$ cat src/rtl/prio_q_pkg.sv
// Shared sizing, count limits and FSM state encoding for the priority-queue heap.
// The insert path imports the same package, so both sides agree on word and index widths.
package prio_q_pkg;

    localparam int WIDTH     = 32;
    localparam int AW        = 5;
    localparam int DEPTH     = (1 << AW) - 1;
    localparam int FULL      = DEPTH;
    // Named CNT_EMPTY so it does not collide with the EMPTY state below
    localparam int CNT_EMPTY = 0;

    typedef enum logic [2:0] {
        IDLE    = 3'd0,
        EMPTY   = 3'd1,
        RD_ROOT = 3'd2,
        RD_LAST = 3'd3,
        RD_L    = 3'd4,
        RD_R    = 3'd5,
        WRITE   = 3'd6,
        DONE    = 3'd7
    } state_t;

endpackage

$ cat src/rtl/prio_q_child_sel.sv
// Picks the smaller child (left wins ties) and decides whether it must move above v.
// Compares are unsigned.
module prio_q_child_sel
    import prio_q_pkg::*;
(
    input  logic [WIDTH-1:0] lv,
    input  logic [WIDTH-1:0] rv,
    input  logic             right_valid,
    input  logic [WIDTH-1:0] v,
    output logic             pick_right,
    output logic [WIDTH-1:0] cand,
    output logic             move
);

    assign pick_right = right_valid && (rv < lv);
    assign cand       = pick_right ? rv : lv;
    assign move       = (cand < v);

endmodule

$ cat src/rtl/prio_q_heap_extract.sv
// Delete-root engine for the 1-indexed min-heap: returns the root, moves the last
// element to the top and sifts it down one level per RD_L/RD_R pair.
module prio_q_heap_extract
    import prio_q_pkg::*;
(
    input  logic             clk,
    input  logic             rst_n,
    input  logic             pop_req,
    output logic             pop_ack,
    output logic [WIDTH-1:0] pop_data,
    output logic             pop_empty,
    output logic             busy,
    input  logic [AW-1:0]    heap_count,
    output logic             cnt_dec,
    output logic [AW-1:0]    mem_raddr,
    input  logic [WIDTH-1:0] mem_rdata,
    output logic             mem_we,
    output logic [AW-1:0]    mem_waddr,
    output logic [WIDTH-1:0] mem_wdata
);

    state_t           state, state_nx;
    logic [AW-1:0]    h;
    logic [AW-1:0]    n;
    logic [WIDTH-1:0] v;
    logic [WIDTH-1:0] lv;
    logic [WIDTH-1:0] pop_data_q;

    // Child indices carry one extra bit so 2h+1 never wraps for h up to DEPTH
    logic [AW:0]      l_idx, r_idx, n_ext;
    logic             right_valid, pick_right, move;
    logic [WIDTH-1:0] cand;

    assign l_idx       = {h, 1'b0};
    assign r_idx       = {h, 1'b1};
    assign n_ext       = {1'b0, n};
    assign right_valid = (r_idx <= n_ext);
    assign pop_data    = pop_data_q;

    prio_q_child_sel u_child_sel (
        .lv          (lv),
        .rv          (mem_rdata),
        .right_valid (right_valid),
        .v           (v),
        .pick_right  (pick_right),
        .cand        (cand),
        .move        (move)
    );

    always_ff @(posedge clk or negedge rst_n) begin
        if (!rst_n) begin
            state <= IDLE;
        end else begin
            state <= state_nx;
        end
    end

    always_comb begin
        state_nx  = state;
        pop_ack   = 1'b0;
        pop_empty = 1'b0;
        busy      = (state != IDLE);
        cnt_dec   = 1'b0;
        mem_raddr = '0;
        mem_we    = 1'b0;
        mem_waddr = '0;
        mem_wdata = '0;
        case (state)
            IDLE: begin
                if (pop_req) begin
                    state_nx = (heap_count == AW'(CNT_EMPTY)) ? EMPTY : RD_ROOT;
                end
            end
            EMPTY: begin
                pop_ack   = 1'b1;
                pop_empty = 1'b1;
                state_nx  = IDLE;
            end
            RD_ROOT: begin
                mem_raddr = AW'(1);
                state_nx  = RD_LAST;
            end
            RD_LAST: begin
                mem_raddr = heap_count;
                cnt_dec   = 1'b1;
                state_nx  = (heap_count == AW'(1)) ? DONE : RD_L;
            end
            RD_L: begin
                if (l_idx > n_ext) begin
                    state_nx = WRITE;
                end else begin
                    mem_raddr = l_idx[AW-1:0];
                    state_nx  = RD_R;
                end
            end
            RD_R: begin
                if (right_valid) begin
                    mem_raddr = r_idx[AW-1:0];
                end
                if (move) begin
                    mem_we    = 1'b1;
                    mem_waddr = h;
                    mem_wdata = cand;
                    state_nx  = RD_L;
                end else begin
                    state_nx  = WRITE;
                end
            end
            WRITE: begin
                mem_we    = 1'b1;
                mem_waddr = h;
                mem_wdata = v;
                state_nx  = DONE;
            end
            DONE: begin
                pop_ack  = 1'b1;
                state_nx = IDLE;
            end
            default: state_nx = IDLE;
        endcase
    end

    always_ff @(posedge clk or negedge rst_n) begin
        if (!rst_n) begin
            h          <= '0;
            n          <= '0;
            v          <= '0;
            lv         <= '0;
            pop_data_q <= '0;
        end else begin
            case (state)
                IDLE:    pop_data_q <= '0;
                RD_ROOT: pop_data_q <= mem_rdata;
                RD_LAST: begin
                    v <= mem_rdata;
                    n <= heap_count - AW'(1);
                    h <= AW'(1);
                end
                RD_L: begin
                    if (l_idx <= n_ext) begin
                        lv <= mem_rdata;
                    end
                end
                RD_R: begin
                    if (move) begin
                        h <= pick_right ? r_idx[AW-1:0] : l_idx[AW-1:0];
                    end
                end
                default: ;
            endcase
        end
    end

endmodule

$ cat config.mk
export PLATFORM = sky130hd
export DESIGN_NAME = prio_q_heap_extract
export DESIGN_NICKNAME = d
export VERILOG_FILES = /design/src/rtl/prio_q_pkg.sv /design/src/rtl/prio_q_child_sel.sv /design/src/rtl/prio_q_heap_extract.sv
export SDC_FILE = /design/constraint.sdc
export NUM_CORES = 1
export LEC_CHECK = 0
export BUFFER_PORTS_ARGS = -buffer_cell sky130_fd_sc_hd__buf_2
export CAP_MARGIN = 20
export CORE_MARGIN = 2
export CORE_UTILIZATION = 45
export CTS_BUF_LIST = sky130_fd_sc_hd__clkbuf_8
export DETAILED_ROUTE_END_ITERATION = 12
export PLACE_DENSITY = 0.72
export SLEW_MARGIN = 30
export SYNTH_ARGS = -nofsm -noshare
export SYNTH_HDL_FRONTEND = slang
export SYNTH_SLANG_ARGS = --single-unit
$ cat constraint.sdc
create_clock -name clk -period 9.86 [get_ports clk]
set_input_delay 1.972 -clock clk [delete_from_list [all_inputs] [get_ports clk]]
set_output_delay 1.972 -clock clk [all_outputs]
set_load 0.1 [all_outputs]
==> run metrics, run 1 <==
first-pass GRT wire length around 27 mm; Startpoint Class input port; routed vias/inst between 5 and 6; Hold Fails Final Rpt 0; Worst Setup SP mem_rdata[29]; vias in the first global route around 5300; area of the multi-input gates 0.00354 sq mm; WL final ~17 mm; Sequential Area between 0.002 and 0.003 sq mm; Worst EP required around 7.9 ns; core area ~0.015 sq mm; post-synth cell types 47; Top delay family on crit path compound AO/OA/AOI/OAI gates; total negative slack 0 ns; H-tree Lvls 3; First-pass DRT Iterations 5; Post-layout nets a little under 1000; most frequent cells in the layout 129 x nand2_1, 117 x buf_2, 110 x inv_1; pin count of the biggest net entering global routing between 60 and 70; Final Cycle Share 0.938; Post-CTS Setup Bufs 0; initial antenna violation count 0; Clock Latency Late Sink 0.39 ns; Routed Antenna Nets 0; Post-synth top flop dfrtp_1; Clock Tree Buf Depth 2; Critical-path top delay cell buf_2; Via Count 5591; Worst Tran Pin Value roughly 0.85 ns; initial core utilization 0.454; Layout Skew 0.00992 ns; Worst-path clk slew around 0.10 ns; synthesized area around 0.0068 sq mm; number of fill cells around 1400; outcome completed; unrepaired setup endpoints after global routing no; sequential cell area fraction in the yosys report 0.400; WS Path Type input port to primary output; Port Buffers 118; DRC 0; CTS resizes 0; clk sink count ~110; std cell rows 45; Worst R2R Start lv[29]; GRT Util Overall 0.211; global placement routability congestion 0.819; Slew headroom 0.433; Routed wire per std cell between 15 and 20 microns; Die Wd around 130 microns; buffer and inverter count on the worst path 5; Area growth syn-to-layout 13.5%; Hold Crit Class flop to flop; Setup Viol. Count Final 0; most common cell after layout, fill and taps aside nand2_1; HPWL after detailed placement 12.2 mm; hold path startpoint pop_data[23]; Top-Level Pins roughly 120; ANT cells 0; max-slew violations 0; die height about 130 microns; Period minus WS final between 9 and 10 ns; CTS root buf clkbuf_8; Worst Path Arrival about 7.3 ns; Syn Nets around 880; die area 0.0162 sq mm; Peak Freq between 0.1 and 0.15 GHz; TritonCTS Buffers 9; crit path cell chain buf_2, ha_1, nand4_1, nor4_1, nor4b_2, a21o_4, buf_4, mux2i_1, inv_1, ha_1, nor4_1, o211ai_1, a31oi_1, o21ai_0, a41o_1, nor2_1, a31oi_4, buf_4, o22ai_1, buf_2; CP Capture Type primary output; gr ovfl total 0; DR iter-0 viols between 300 and 400; Yosys reg bits around 110; CTS tree yes; maxcap violations 0; share of layout cells above drive strength 1 0.206; CP peak stage delay 0.47 ns; synthesis warning total 0; EDFF count, synth 0; cts-stage hold buffer count 0; CP Max Fanout 18; Post-synth ARST share 1.00; Avg Inst Size Synth between 8 and 9 sq um; Syn Inst Count between 700 and 800
## through the flow
step | cell area [sq um] | utilization | setup slack [ns] | hold slack (ns) | instances
after CTS | 7740 | 0.515 | 0.424 | 0.488 | 1065
after global routing | 7750 | 0.515 | 0.0970 | 0.501 | 1065
final | 7750 | 0.515 | 0.610 | 0.483 | 1065
after global placement | 7560 | 0.503 | 0.439 | 0.457 | 1049
after detailed placement | 7560 | 0.503 | 0.423 | 0.465 | 1049
after floorplan | 6830 | - | 0.621 | 0.502 | 771
## layer usage
| layer | wire (microns) | track usage | vias to the layer above |
|---|---|---|---|
| li1 | - | - | 2822 |
| met1 | 7860 | 0.291 | 2607 |
| met2 | 7670 | 0.336 | 134 |
| met3 | 696 | 0.0310 | 28 |
| met4 | 369 | 0.0808 | 0 |
| met5 | 0 | 0 | - |
## cells in the mapped netlist, types with 5 or more instances
cell type,instances,share of area
a21o_1,7,0.0077
a21oi_1,33,0.024
a22oi_1,5,0.0055
clkbuf_1,26,0.014
dfrtp_1,109,0.40
ha_1,71,0.13
inv_1,108,0.059
mux2_2,32,0.053
mux2i_1,35,0.051
nand2_1,130,0.071
nand3_1,11,0.0081
nand4_1,10,0.0092
nor2_1,26,0.014
nor3_1,6,0.0044
nor4_1,6,0.0055
o21ai_0,77,0.056
o22ai_1,32,0.029
## cell type report
type	instances	area share
Clock buffer	11	0.0195
Tap cell	188	0.0304
Timing Repair Buffer	126	0.0843
Multi-Input combinational cell	517	0.457
Sequential cell	109	0.352
Inverter	109	0.0528
Clock inverter	5	0.00355
## path summary, 6_finish.rpt
kind	to	slack, ns	cells after the start
worst max register to register	h[3]	4.70	19
min in group asynchronous	pop_data[24]	1.56	1
worst min register to register	pop_data[23]	0.48	2
worst min-delay path	pop_data[23]	0.48	2
worst max-delay path	mem_wdata[15]	0.61	20
max in group asynchronous	state[0]	7.01	2
## registers in the layout, summed over array words and instances, names as in the netlist
signal,cells
state,3
h,5
n,5
lv,32
v,32
pop_data,32
## cell families (layout without fill, tap and decap cells)
kind of cell    Yosys count  after routing  synth area share
compound gates          177            177             0.152
xor+xnor                  2              2           0.00257
fa+ha+maj                71             71             0.130
buf+inv                 145            251            0.0838
flops                   109            109             0.400
mux                      68             68             0.107
simple gates            199            199             0.124
## worst register-to-register path, delay by kind of cell, from the launching register on
family / cells / cell delay (ns)
simple gates: 5 / 1.45
fa+ha+maj: 2 / 0.48
compound gates: 6 / 1.50
buf+inv: 4 / 0.79
flops: 1 / 0.38
mux: 2 / 0.45
Power of run 1 is not shown: default switching activity piles up to over one toggle a cycle in this logic, so the estimate is an artifact.
==> inputs of run 2 (changes only) <==
--- a/config.mk
+++ b/config.mk
@@ -12,6 +12,7 @@
 export CTS_BUF_LIST = sky130_fd_sc_hd__clkbuf_8
 export DETAILED_ROUTE_END_ITERATION = 12
 export PLACE_DENSITY = 0.72
+export RECOVER_POWER = 100
 export SLEW_MARGIN = 30
 export SYNTH_ARGS = -nofsm -noshare
 export SYNTH_HDL_FRONTEND = slang
==> run metrics, run 2 (same netlist as run 1, synthesis figures left out) <==
DRC 0; Peak Freq around 0.11 GHz; initial antenna violation count 0; initial core utilization 0.454; First-pass DRT Iterations 4; met1 Track Usage GR 0.291; cts-stage hold buffer count 0; ANT cells 0; share of layout cells above drive strength 1 0.114; most frequent cells in the layout 129 x nand2_1, 111 x inv_1, 109 x dfrtp_1; CTS root buf clkbuf_8; Post-layout nets just under 1000; die area approximately 0.016 sq mm; Clock Latency Late Sink slightly below 0.4 ns; maxcap violations 3; R2R Path End h[3]; clk sink count 109; total negative slack 0 ns; WHS Endpoint pop_data[24]; Routed Antenna Nets 0; worst-case hold slack 0.487 ns; GRT Util Overall 0.211; gr busiest metal met2; HPWL after detailed placement roughly 12 mm; TritonCTS Buffers 9; Worst R2R Start lv[29]; met3 Track Usage GR 0.0310; Hold Fails Final Rpt 0; Critical-path top delay cell buf_2; hold path startpoint pop_data[24]; die height roughly 130 microns; Layout Skew 0.00989 ns; Via Count 5615; setup slack, reg-to-reg roughly 4.7 ns; CP Max Fanout 18; Clock Tree Buf Depth 2; global placement routability congestion 0.819; Startpoint Class input port; Slew headroom -1.32; Worst Path Arrival between 7 and 8 ns; outcome complete, but fails checks; DR iter-0 viols ~330; WL final 16.6 mm; Hold Crit Class flop to flop; std cell rows 45; most common cell after layout, fill and taps aside nand2_1; Setup Viol. Count Final 0; FF-to-FF path depth 19; Area growth syn-to-layout 11.8%; pin count of the biggest net entering global routing 67; Worst EP required roughly 7.9 ns; Period minus WS final roughly 9.2 ns; vias in the first global route 5337; failing checks max-capacitance violations, max-slew violations; H-tree Lvls 3; Worst-path clk slew ~0.10 ns; Top-Level Pins 119; max-slew violations approximately 170; Top delay family on crit path compound AO/OA/AOI/OAI gates; routed vias/inst 5.27; crit path cell chain clkbuf_1, ha_1, nand4_1, nor4_1, nor4b_2, a21o_4, buf_4, mux2i_1, inv_1, ha_1, nor4_1, o211ai_1, a31oi_1, o21ai_0, a41o_1, nor2_1, a31oi_4, buf_4, o22ai_1, buf_2; CTS resizes 0; gr ovfl total 0; Hold Crit Depth 2; Routed wire per std cell about 16 microns; met2 usage 0.336; Die Wd 127 microns; unrepaired setup endpoints after global routing no; Post-CTS Setup Bufs 0; core area approximately 0.015 sq mm; Final Cycle Share 0.938; CP peak stage delay 0.47 ns; number of cells on the critical path 20; CP Capture Type primary output; first-pass GRT wire length ~27 mm; Port Buffers between 100 and 150; buffer and inverter count on the worst path 5; Worst Tran Pin Value 3.48 ns; WS Path Type input port to primary output; CTS tree yes
-- run 2: cell types whose count changed in the layout (fill, tap and decap cells not counted) --
cell	before	now
clkbuf_1	0	79
buf_2	117	42
buf_4	9	5
a211oi_1	2	3
a211oi_2	1	0
inv_1	110	111
inv_2	1	0
-- run 2: worst max path at each step --
| stage | from | to | slack (ns) |
|---|---|---|---|
| floorplan | mem_rdata[31] | mem_wdata[0] | 0.62 |
| global placement | mem_rdata[31] | mem_wdata[3] | 0.44 |
| detailed placement | mem_rdata[29] | mem_wdata[15] | 0.42 |
| CTS | mem_rdata[29] | mem_wdata[15] | 0.42 |
| global route | mem_rdata[31] | mem_wdata[3] | 0.05 |
| finish | mem_rdata[31] | mem_wdata[15] | 0.62 |
-- run 2: metrics by stage --
stage	cells	utilization	setup slack (ns)	cell area [sq um]
floorplan	771	-	0.621	6830
global placement	1049	0.503	0.439	7560
detailed placement	1049	0.503	0.423	7560
CTS	1065	0.515	0.424	7740
global route	1065	0.508	0.0512	7630
finish	1065	0.508	0.615	7630
-- run 2: final cells by class --
cell class / count / area [sq um]
fill: 1452 / 7400
sequential: 109 / 2730
clock inverter: 5 / 27.5
clock buffer: 11 / 151
tap: 188 / 235
inverter: 109 / 409
multi-input combinational: 517 / 3540
timing repair buffer: 126 / 544
-- run 2: layer usage --
metal,part of all wire,up-vias
li1,-,2825
met1,0.48,2637
met2,0.46,126
met3,0.038,27
met4,0.022,0
met5,0,-
-- run 2: worst reg2reg max path, cell delays in order, from the launching register on --
cell and delay [ns]:
dfrtp_1 0.38, inv_1 0.06, ha_1 0.31, nand4_1 0.20, nor4_1 0.43, nor4b_2 0.29, a21o_4 0.37, buf_4 0.38
mux2i_1 0.32, inv_1 0.07, ha_1 0.17, nor4_1 0.27, o211ai_1 0.13, a31oi_1 0.33, o21ai_0 0.22, a41o_1 0.31
nor2_1 0.23, a31oi_4 0.13, buf_4 0.28, mux2i_1 0.13
Power of run 2 is left out for the same reason.
